<file path="src/rtl/sprite_blitter_if.sv">
// Bus bundle for the sprite blitter: request queue, control, spritesheet ROM and frame-buffer ports.
// The blitter takes the slave side; game logic / memories / bench take the master side.
interface sprite_blitter_if #(
    parameter int SPRITE_FRAME_DIM = 64,
    parameter int NUM_FRAMES       = 512,
    parameter int WIDTH            = 720,
    parameter int HEIGHT           = 1280
);
    localparam int XW = $clog2(WIDTH);
    localparam int YW = $clog2(HEIGHT);
    localparam int FW = $clog2(NUM_FRAMES);
    localparam int AW = $clog2(NUM_FRAMES * SPRITE_FRAME_DIM * SPRITE_FRAME_DIM);
    localparam int PW = $clog2(WIDTH * HEIGHT);

    logic          req_valid;
    logic          req_ready;
    logic [XW-1:0] req_x;
    logic [YW-1:0] req_y;
    logic [FW-1:0] req_frame;
    logic          start;
    logic          abort;
    logic [AW-1:0] rom_addr;
    logic [24:0]   rom_data;
    logic          fb_we;
    logic [PW-1:0] fb_addr;
    logic [23:0]   fb_data;
    logic          busy;
    logic          done;

    modport master (
        output req_valid, req_x, req_y, req_frame, start, abort, rom_data,
        input  req_ready, rom_addr, fb_we, fb_addr, fb_data, busy, done
    );

    modport slave (
        input  req_valid, req_x, req_y, req_frame, start, abort, rom_data,
        output req_ready, rom_addr, fb_we, fb_addr, fb_data, busy, done
    );
endinterface

</file>
<file path="src/rtl/sprite_blitter.sv">
// Sprite compositor: queues draw requests, streams each sprite frame from the spritesheet ROM
// at one pixel per cycle and writes opaque, on-screen pixels into the frame buffer.
module sprite_blitter #(
    parameter int SPRITE_FRAME_DIM = 64,
    parameter int NUM_FRAMES       = 512,
    parameter int WIDTH            = 720,
    parameter int HEIGHT           = 1280,
    parameter int MAX_SPRITES      = 16,
    parameter int ROM_LATENCY      = 2
) (
    input logic              clk_pixel,
    input logic              sys_rst,
    sprite_blitter_if.slave  bus
);
    localparam int DW = $clog2(SPRITE_FRAME_DIM);
    localparam int XW = $clog2(WIDTH);
    localparam int YW = $clog2(HEIGHT);
    localparam int FW = $clog2(NUM_FRAMES);
    localparam int AW = $clog2(NUM_FRAMES * SPRITE_FRAME_DIM * SPRITE_FRAME_DIM);
    localparam int PW = $clog2(WIDTH * HEIGHT);
    localparam int QW = $clog2(MAX_SPRITES);
    localparam int CW = $clog2(ROM_LATENCY + 1) + 1;

    typedef struct packed {
        logic [XW-1:0] x;
        logic [YW-1:0] y;
        logic [FW-1:0] frame;
    } sprite_t;

    typedef enum logic [1:0] {IDLE, LOAD, RUN, DRAIN} state_t;

    sprite_t       queue [MAX_SPRITES];
    logic [QW-1:0] wr_ptr, rd_ptr;
    logic [QW:0]   count;
    logic          full, empty, push, pop;

    state_t        state, state_nxt;
    sprite_t       cur;
    logic [DW-1:0] px, py;
    logic [CW-1:0] drain_cnt;
    logic          last_px, issue, done_q, drain_end;

    assign full          = count == (QW+1)'(MAX_SPRITES);
    assign empty         = count == '0;
    assign push          = bus.req_valid && !full;
    assign bus.req_ready = !full;
    assign last_px       = (&px) && (&py);
    assign drain_end     = drain_cnt == CW'(ROM_LATENCY);
    assign bus.done      = done_q;

    always_ff @(posedge clk_pixel) begin
        if (sys_rst) begin
            state     <= IDLE;
            drain_cnt <= '0;
            done_q    <= 1'b0;
        end else begin
            state     <= state_nxt;
            drain_cnt <= (state == DRAIN) ? drain_cnt + 1'b1 : '0;
            done_q    <= !bus.abort && ((state == IDLE && bus.start && empty) ||
                                        (state == DRAIN && drain_end));
        end
    end

    always_comb begin
        state_nxt = state;
        case (state)
            IDLE:    if (bus.start && !empty) state_nxt = LOAD;
            LOAD:    state_nxt = RUN;
            RUN:     if (last_px && empty) state_nxt = DRAIN;
            DRAIN:   if (drain_end) state_nxt = IDLE;
            default: state_nxt = IDLE;
        endcase
        if (bus.abort) state_nxt = IDLE;
    end

    // abort suppresses the pop so the queue is retained intact
    always_comb begin
        issue    = 1'b0;
        pop      = 1'b0;
        bus.busy = 1'b0;
        case (state)
            LOAD: begin
                bus.busy = 1'b1;
                pop      = !bus.abort;
            end
            RUN: begin
                bus.busy = 1'b1;
                issue    = 1'b1;
                pop      = last_px && !empty && !bus.abort;
            end
            DRAIN:   bus.busy = 1'b1;
            default: ;
        endcase
    end

    always_ff @(posedge clk_pixel) begin
        if (sys_rst) begin
            wr_ptr <= '0;
            rd_ptr <= '0;
            count  <= '0;
        end else begin
            if (push) begin
                queue[wr_ptr] <= '{x: bus.req_x, y: bus.req_y, frame: bus.req_frame};
                wr_ptr        <= wr_ptr + 1'b1;
            end
            if (pop) rd_ptr <= rd_ptr + 1'b1;
            count <= count + (QW+1)'(push) - (QW+1)'(pop);
        end
    end

    always_ff @(posedge clk_pixel) begin
        if (sys_rst) begin
            cur <= '0;
            px  <= '0;
            py  <= '0;
        end else if (pop) begin
            cur <= queue[rd_ptr];
            px  <= '0;
            py  <= '0;
        end else if (issue) begin
            px <= px + 1'b1;
            if (&px) py <= py + 1'b1;
        end
    end

    assign bus.rom_addr = issue ? ((AW'(cur.frame) << (2 * DW)) | (AW'(py) << DW) | AW'(px)) : '0;

    // Screen target rides alongside the ROM read; one extra bit catches off-screen overflow.
    logic [ROM_LATENCY:1] vld_pipe;
    logic [XW:0]          tx_pipe [1:ROM_LATENCY];
    logic [YW:0]          ty_pipe [1:ROM_LATENCY];
    logic                 write_ok;

    always_ff @(posedge clk_pixel) begin
        if (sys_rst || bus.abort) vld_pipe <= '0;
        else begin
            vld_pipe[1] <= issue;
            for (int i = 2; i <= ROM_LATENCY; i++) vld_pipe[i] <= vld_pipe[i-1];
        end
    end

    always_ff @(posedge clk_pixel) begin
        tx_pipe[1] <= (XW+1)'(cur.x) + (XW+1)'(px);
        ty_pipe[1] <= (YW+1)'(cur.y) + (YW+1)'(py);
        for (int i = 2; i <= ROM_LATENCY; i++) begin
            tx_pipe[i] <= tx_pipe[i-1];
            ty_pipe[i] <= ty_pipe[i-1];
        end
    end

    assign write_ok = vld_pipe[ROM_LATENCY] && bus.rom_data[0] && !bus.abort &&
                      tx_pipe[ROM_LATENCY] < (XW+1)'(WIDTH) &&
                      ty_pipe[ROM_LATENCY] < (YW+1)'(HEIGHT);

    always_ff @(posedge clk_pixel) begin
        if (sys_rst) begin
            bus.fb_we   <= 1'b0;
            bus.fb_addr <= '0;
            bus.fb_data <= '0;
        end else begin
            bus.fb_we <= write_ok;
            if (write_ok) begin
                bus.fb_addr <= PW'(ty_pipe[ROM_LATENCY][YW-1:0]) * PW'(WIDTH) +
                               PW'(tx_pipe[ROM_LATENCY][XW-1:0]);
                bus.fb_data <= bus.rom_data[24:1];
            end
        end
    end
endmodule

</file>
<file path="src/flat_wrapper.sv">
// flat-port wrapper written by rule: the top's interface ports become plain ports
module sprite_blitter_flat 
#(
    parameter int SPRITE_FRAME_DIM = 64,
    parameter int NUM_FRAMES       = 512,
    parameter int WIDTH            = 720,
    parameter int HEIGHT           = 1280,
    parameter int MAX_SPRITES      = 16,
    parameter int ROM_LATENCY      = 2
)
  (clk_pixel, sys_rst, bus_req_valid, bus_req_x, bus_req_y, bus_req_frame, bus_start, bus_abort, bus_rom_data, bus_req_ready, bus_rom_addr, bus_fb_we, bus_fb_addr, bus_fb_data, bus_busy, bus_done);
  sprite_blitter_if #(.SPRITE_FRAME_DIM(SPRITE_FRAME_DIM), .NUM_FRAMES(NUM_FRAMES), .WIDTH(WIDTH), .HEIGHT(HEIGHT)) bus_i ();
  input logic clk_pixel;
  input logic sys_rst;
  input wire logic [$bits(bus_i.req_valid)-1:0] bus_req_valid;
  input wire logic [$bits(bus_i.req_x)-1:0] bus_req_x;
  input wire logic [$bits(bus_i.req_y)-1:0] bus_req_y;
  input wire logic [$bits(bus_i.req_frame)-1:0] bus_req_frame;
  input wire logic [$bits(bus_i.start)-1:0] bus_start;
  input wire logic [$bits(bus_i.abort)-1:0] bus_abort;
  input wire logic [$bits(bus_i.rom_data)-1:0] bus_rom_data;
  output wire logic [$bits(bus_i.req_ready)-1:0] bus_req_ready;
  output wire logic [$bits(bus_i.rom_addr)-1:0] bus_rom_addr;
  output wire logic [$bits(bus_i.fb_we)-1:0] bus_fb_we;
  output wire logic [$bits(bus_i.fb_addr)-1:0] bus_fb_addr;
  output wire logic [$bits(bus_i.fb_data)-1:0] bus_fb_data;
  output wire logic [$bits(bus_i.busy)-1:0] bus_busy;
  output wire logic [$bits(bus_i.done)-1:0] bus_done;
  assign bus_i.req_valid = bus_req_valid;
  assign bus_i.req_x = bus_req_x;
  assign bus_i.req_y = bus_req_y;
  assign bus_i.req_frame = bus_req_frame;
  assign bus_i.start = bus_start;
  assign bus_i.abort = bus_abort;
  assign bus_i.rom_data = bus_rom_data;
  assign bus_req_ready = bus_i.req_ready;
  assign bus_rom_addr = bus_i.rom_addr;
  assign bus_fb_we = bus_i.fb_we;
  assign bus_fb_addr = bus_i.fb_addr;
  assign bus_fb_data = bus_i.fb_data;
  assign bus_busy = bus_i.busy;
  assign bus_done = bus_i.done;
  sprite_blitter #(.SPRITE_FRAME_DIM(SPRITE_FRAME_DIM), .NUM_FRAMES(NUM_FRAMES), .WIDTH(WIDTH), .HEIGHT(HEIGHT), .MAX_SPRITES(MAX_SPRITES), .ROM_LATENCY(ROM_LATENCY)) u_core (.clk_pixel(clk_pixel), .sys_rst(sys_rst), .bus(bus_i));
endmodule
</file>
<file path="config.mk">
export PLATFORM = sky130hd
export DESIGN_NAME = sprite_blitter_flat
export DESIGN_NICKNAME = d
export VERILOG_FILES = /design/src/rtl/sprite_blitter_if.sv /design/src/rtl/sprite_blitter.sv /design/src/flat_wrapper.sv
export SDC_FILE = /design/constraint.sdc
export NUM_CORES = 1
export LEC_CHECK = 0
export CELL_PAD_IN_SITES_DETAIL_PLACEMENT = 0
export CELL_PAD_IN_SITES_GLOBAL_PLACEMENT = 1
export CORE_AREA = 2 2 252 229
export DETAILED_ROUTE_END_ITERATION = 12
export DIE_AREA = 0 0 254 231
export GPL_TIMING_DRIVEN = 0
export PLACE_DENSITY = 0.82
export SLEW_MARGIN = 10
export SYNTH_ARGS = -nofsm -noshare
export SYNTH_HDL_FRONTEND = slang
export SYNTH_SLANG_ARGS = --single-unit
</file>
<file path="constraint.sdc">
create_clock -name clk_pixel -period 3.8 [get_ports clk_pixel]
set_input_delay 0.76 -clock clk_pixel [delete_from_list [all_inputs] [get_ports clk_pixel]]
set_output_delay 0.76 -clock clk_pixel [all_outputs]
set_load 0.05 [all_outputs]
</file>
==> run_results.csv <==
group,metric,value,unit
run_status,status,"complete, but fails checks",
run_status,violations,"negative setup slack",
setup_path,worstPathMaxFanout,5,
finish,regArea,17500,sq um
setup_path,arrival,4.67,ns
cts,cts_buffers,61,
global_routing,gr-total-overflow,0,
global_routing,grt_pass1_wl,90.0,mm
cts,clock_path_buffers,3,
logic_synthesis,netlist_area,25600,sq um
timing,whs,0.324,ns
finish,drive_gt1_frac,0.174,
global_routing,grt_start_max_net_pins,21,
cts,insertion_delay,0.68,ns
power,ir_drop,0.422,mV
routing,vias_per_cell,5.54,
finish,synthToLayoutAreaGrowth,21.8,%
die,die_y,231,um
cts,htree_levels,2,
die,die_w,254,um
timing,setup_slack,-0.307,ns
routing,vias,14900,
timing,clock_skew,0.0733,ns
setup_path,crit_start,"u_core.ty_pipe[2][3]",
timing,worst_pin_slew,1.13,ns
finish,multi_input_area,8050,sq um
logic_synthesis,synthArstFlopShare,0,
die,core.rowCount,83,
logic_synthesis,syn_nets,1783,
finish,fillCellCount,4384,
placement,place_congestion,0.815,
timing,rsz0062_at_grt,"true",
hold_path,hp-class,"register to register",
cts,clock_sinks,634,
setup_path,critPathKind,"register to register",
routing,wl,60.5,mm
cts,hold_buffers,0,
setup_path,timing.rr.start,"u_core.ty_pipe[2][3]",
global_routing,grt_pass1_vias,14900,
routing,drtIter0Drc,1339,
power,total_leakage_power,10.5,nW
placement,pre_cts_ws,-0.559,ns
routing,wire_per_inst,22.5,um
die,die-area,58700,sq um
global_routing,grt_usage,0.207,
logic_synthesis,yosys_register_bits,634,
logic_synthesis,ys.flop_type,"edfxtp_1",
global_routing,antenna_found_initial,4,
cts,clk_pin_slew,0.06,ns
timing,final.min_clock_period,4.11,ns
die,initial_utilization,0.455,
timing,hold_viol,0,
hold_path,min_from,"u_core.ty_pipe[1][3]",
logic_synthesis,yosysUniqueCellTypes,63,
timing,setup_violations,2,
timing,slew_violations,0,
logic_synthesis,yosys_warnings,0,
setup_path,worst_ep_required_time,4.36,ns
logic_synthesis,ys_seq_area_frac,0.683,
cts,cts_root_buf,"clkbuf_16",
timing,max_freq,243,MHz
run,max_cap_viol_count,0,
timing,fin_crit_sh,1.08,
finish,fin_nets,2016,
die,coreArea,56300,sq um
routing,drc,0,
power,pwr_density_cell,465,nW/um^2
timing,relSlewSlack,0.250,
placement,dp_hpwl,40.1,mm
logic_synthesis,synth_cells,1636,
setup_path,cp-start-kind,"register",
setup_path,worst_setup_path_end_kind,"register",
finish,post-route-util,0.555,
logic_synthesis,synth_edf_count,480,
routing,drtPass1Iterations,5,
die,ioPinCount,129,
cts,cts_tree,"built",
placement,io_buffer_count,128,
routing,drtAntennaViolNets,0,
logic_synthesis,avgSynthCellArea,15.7,sq um
[flip-flops by register name (all words and copies together), names as in the netlist]
name,flops
u_core.cur,30
u_core.py,6
u_core.tx_pipe,22
u_core.bus.fb_addr,20
u_core.count,5
u_core.vld_pipe,2
u_core.state,2
u_core.ty_pipe,24
u_core.bus.fb_data,24
u_core.queue,480
u_core.px,6
u_core.drain_cnt,3
u_core.rd_ptr,4
u_core.wr_ptr,4
u_core.bus.done,1
u_core.bus.fb_we,1
[routing by layer]
metal,part of all wire,track usage,vias up,routed length (um)
met1,0.41,0.283,7513,25000
met4,0.029,0.0697,4,1730
met5,0.00045,0,-,27
li1,-,-,6671,-
met3,0.085,0.0453,120,5160
met2,0.47,0.329,576,28600
[cell type report]
class                      count  area share
buffer                        74     0.00934
clock inverter                44      0.0138
inverter                      81      0.0102
tap                          765      0.0307
sequential                   634       0.561
antenna                        1   0.0000802
clock buffer                  72      0.0522
multi-input combinational    846       0.258
timing repair buffer         171      0.0647
[power breakdown]
group          switching (mW)  internal, mW
combinational           0.466         0.340
sequential             0.0472          7.56
clock                    2.65          3.43
total                    3.17          11.3
[cells in the final DEF, fill, tap and decap left out, types with 5 or more instances in the layout]
cell type,count
edfxtp_1,480
dfxtp_1,143
nand2_1,133
clkdlybuf4s50_1,109
mux4_2,102
a21oi_1,89
inv_1,73
mux2i_1,67
nor2_1,66
clkbuf_16,62
clkbuf_1,60
ha_1,57
xnor2_1,32
o221ai_1,32
and2_1,25
a211oi_1,24
xor2_1,22
buf_4,21
dlymetal6s2s_1,18
o22ai_1,16
fa_1,16
clkinv_2,15
nor2_4,14
o21ai_0,13
nand2b_1,13
ha_4,13
buf_16,13
nand3_1,12
clkinv_1,12
buf_1,11
nor3_1,10
a21o_1,9
dfxtp_2,8
inv_2,7
nor2b_1,7
buf_12,7
nand4_1,6
buf_2,6
bufinv_16,5
[Yosys cell counts (2+ instances only)]
| master | instances | area share |
|---|---|---|
| nor2_1 | 80 | 0.012 |
| or4b_1 | 2 | 0.00078 |
| buf_2 | 5 | 0.00098 |
| xnor2_1 | 35 | 0.012 |
| nand4_1 | 6 | 0.0015 |
| nand2b_1 | 13 | 0.0032 |
| o21ai_0 | 15 | 0.0029 |
| edfxtp_1 | 480 | 0.56 |
| nand2_1 | 134 | 0.020 |
| nor2b_1 | 7 | 0.0017 |
| a211oi_1 | 27 | 0.0079 |
| clkbuf_1 | 57 | 0.0083 |
| or4_1 | 2 | 0.00059 |
| and3_1 | 5 | 0.0012 |
| a21oi_1 | 89 | 0.017 |
| nand3_1 | 12 | 0.0023 |
| a21o_1 | 9 | 0.0026 |
| mux4_2 | 102 | 0.090 |
| fa_1 | 17 | 0.013 |
| a31oi_1 | 2 | 0.00049 |
| xor2_1 | 23 | 0.0079 |
| o221ai_1 | 32 | 0.011 |
| nor3_1 | 14 | 0.0027 |
| dfxtp_1 | 154 | 0.12 |
| inv_1 | 79 | 0.012 |
| nor4_1 | 4 | 0.00098 |
| buf_1 | 12 | 0.0018 |
| ha_1 | 70 | 0.034 |
| o21bai_1 | 5 | 0.0015 |
| o22ai_1 | 17 | 0.0041 |
| o31ai_1 | 3 | 0.00088 |
| mux2i_1 | 67 | 0.026 |
| or3b_2 | 2 | 0.00068 |
| and2_1 | 26 | 0.0063 |
[what timing repair did]
item | 4_1_cts | 5_1_grt
resized for setup | 33 | 48
setup endpoints to repair | 27 | 25
pin swaps | 16 | 5
buffers inserted | 12 | 9
[logic make-up (layout without fill, tap and decap cells)]
group	count (synthesis)	in the layout	share of synthesized area
AO/OA/AOI/OAI	215	215	0.0546
flip-flops	634	634	0.683
AND/OR/NAND/NOR	317	317	0.0563
buffers and inverters	156	442	0.0232
adder cells (fa/ha/maj)	87	87	0.0475
multiplexers	169	169	0.116
other	0	1	0
XOR/XNOR	58	58	0.0198
[worst max-delay path, stage by stage (launching register included)]
cell	delay, ns
dfxtp_4	0.36
ha_4	0.25
xor2_1	0.14
ha_1	0.29
inv_1	0.06
fa_1	0.49
inv_1	0.06
ha_4	0.19
a211oi_4	0.33
nor2_4	0.10
xnor2_4	0.17
or3b_4	0.42
or4_4	0.52
or4_1	0.43
a311oi_2	0.23
[path summary, 6_finish.rpt]
kind	depth (start not counted)	slack [ns]	end
hold / removal	0	0.32	u_core.ty_pipe[2][3]
setup reg to reg	14	-0.31	u_core.bus.fb_addr[19]
hold reg to reg	0	0.32	u_core.ty_pipe[2][3]
setup / recovery	14	-0.31	u_core.bus.fb_addr[19]
[stage by stage]
step / setup TNS (ns) / cells / instance area, sq um / power, mW
after global placement: -754.42 / 2529 / 28000 / 8.46
after detailed placement: -2.45 / 2551 / 28600 / 8.54
after global routing: -0.965 / 2688 / 31200 / 14.9
after floorplan: -0.231 / 1636 / 25800 / 8.18
final: -0.487 / 2688 / 31200 / 14.5
after CTS: -0.508 / 2678 / 31000 / 14.6
Note: power is estimated with default switching activity, not from simulation.
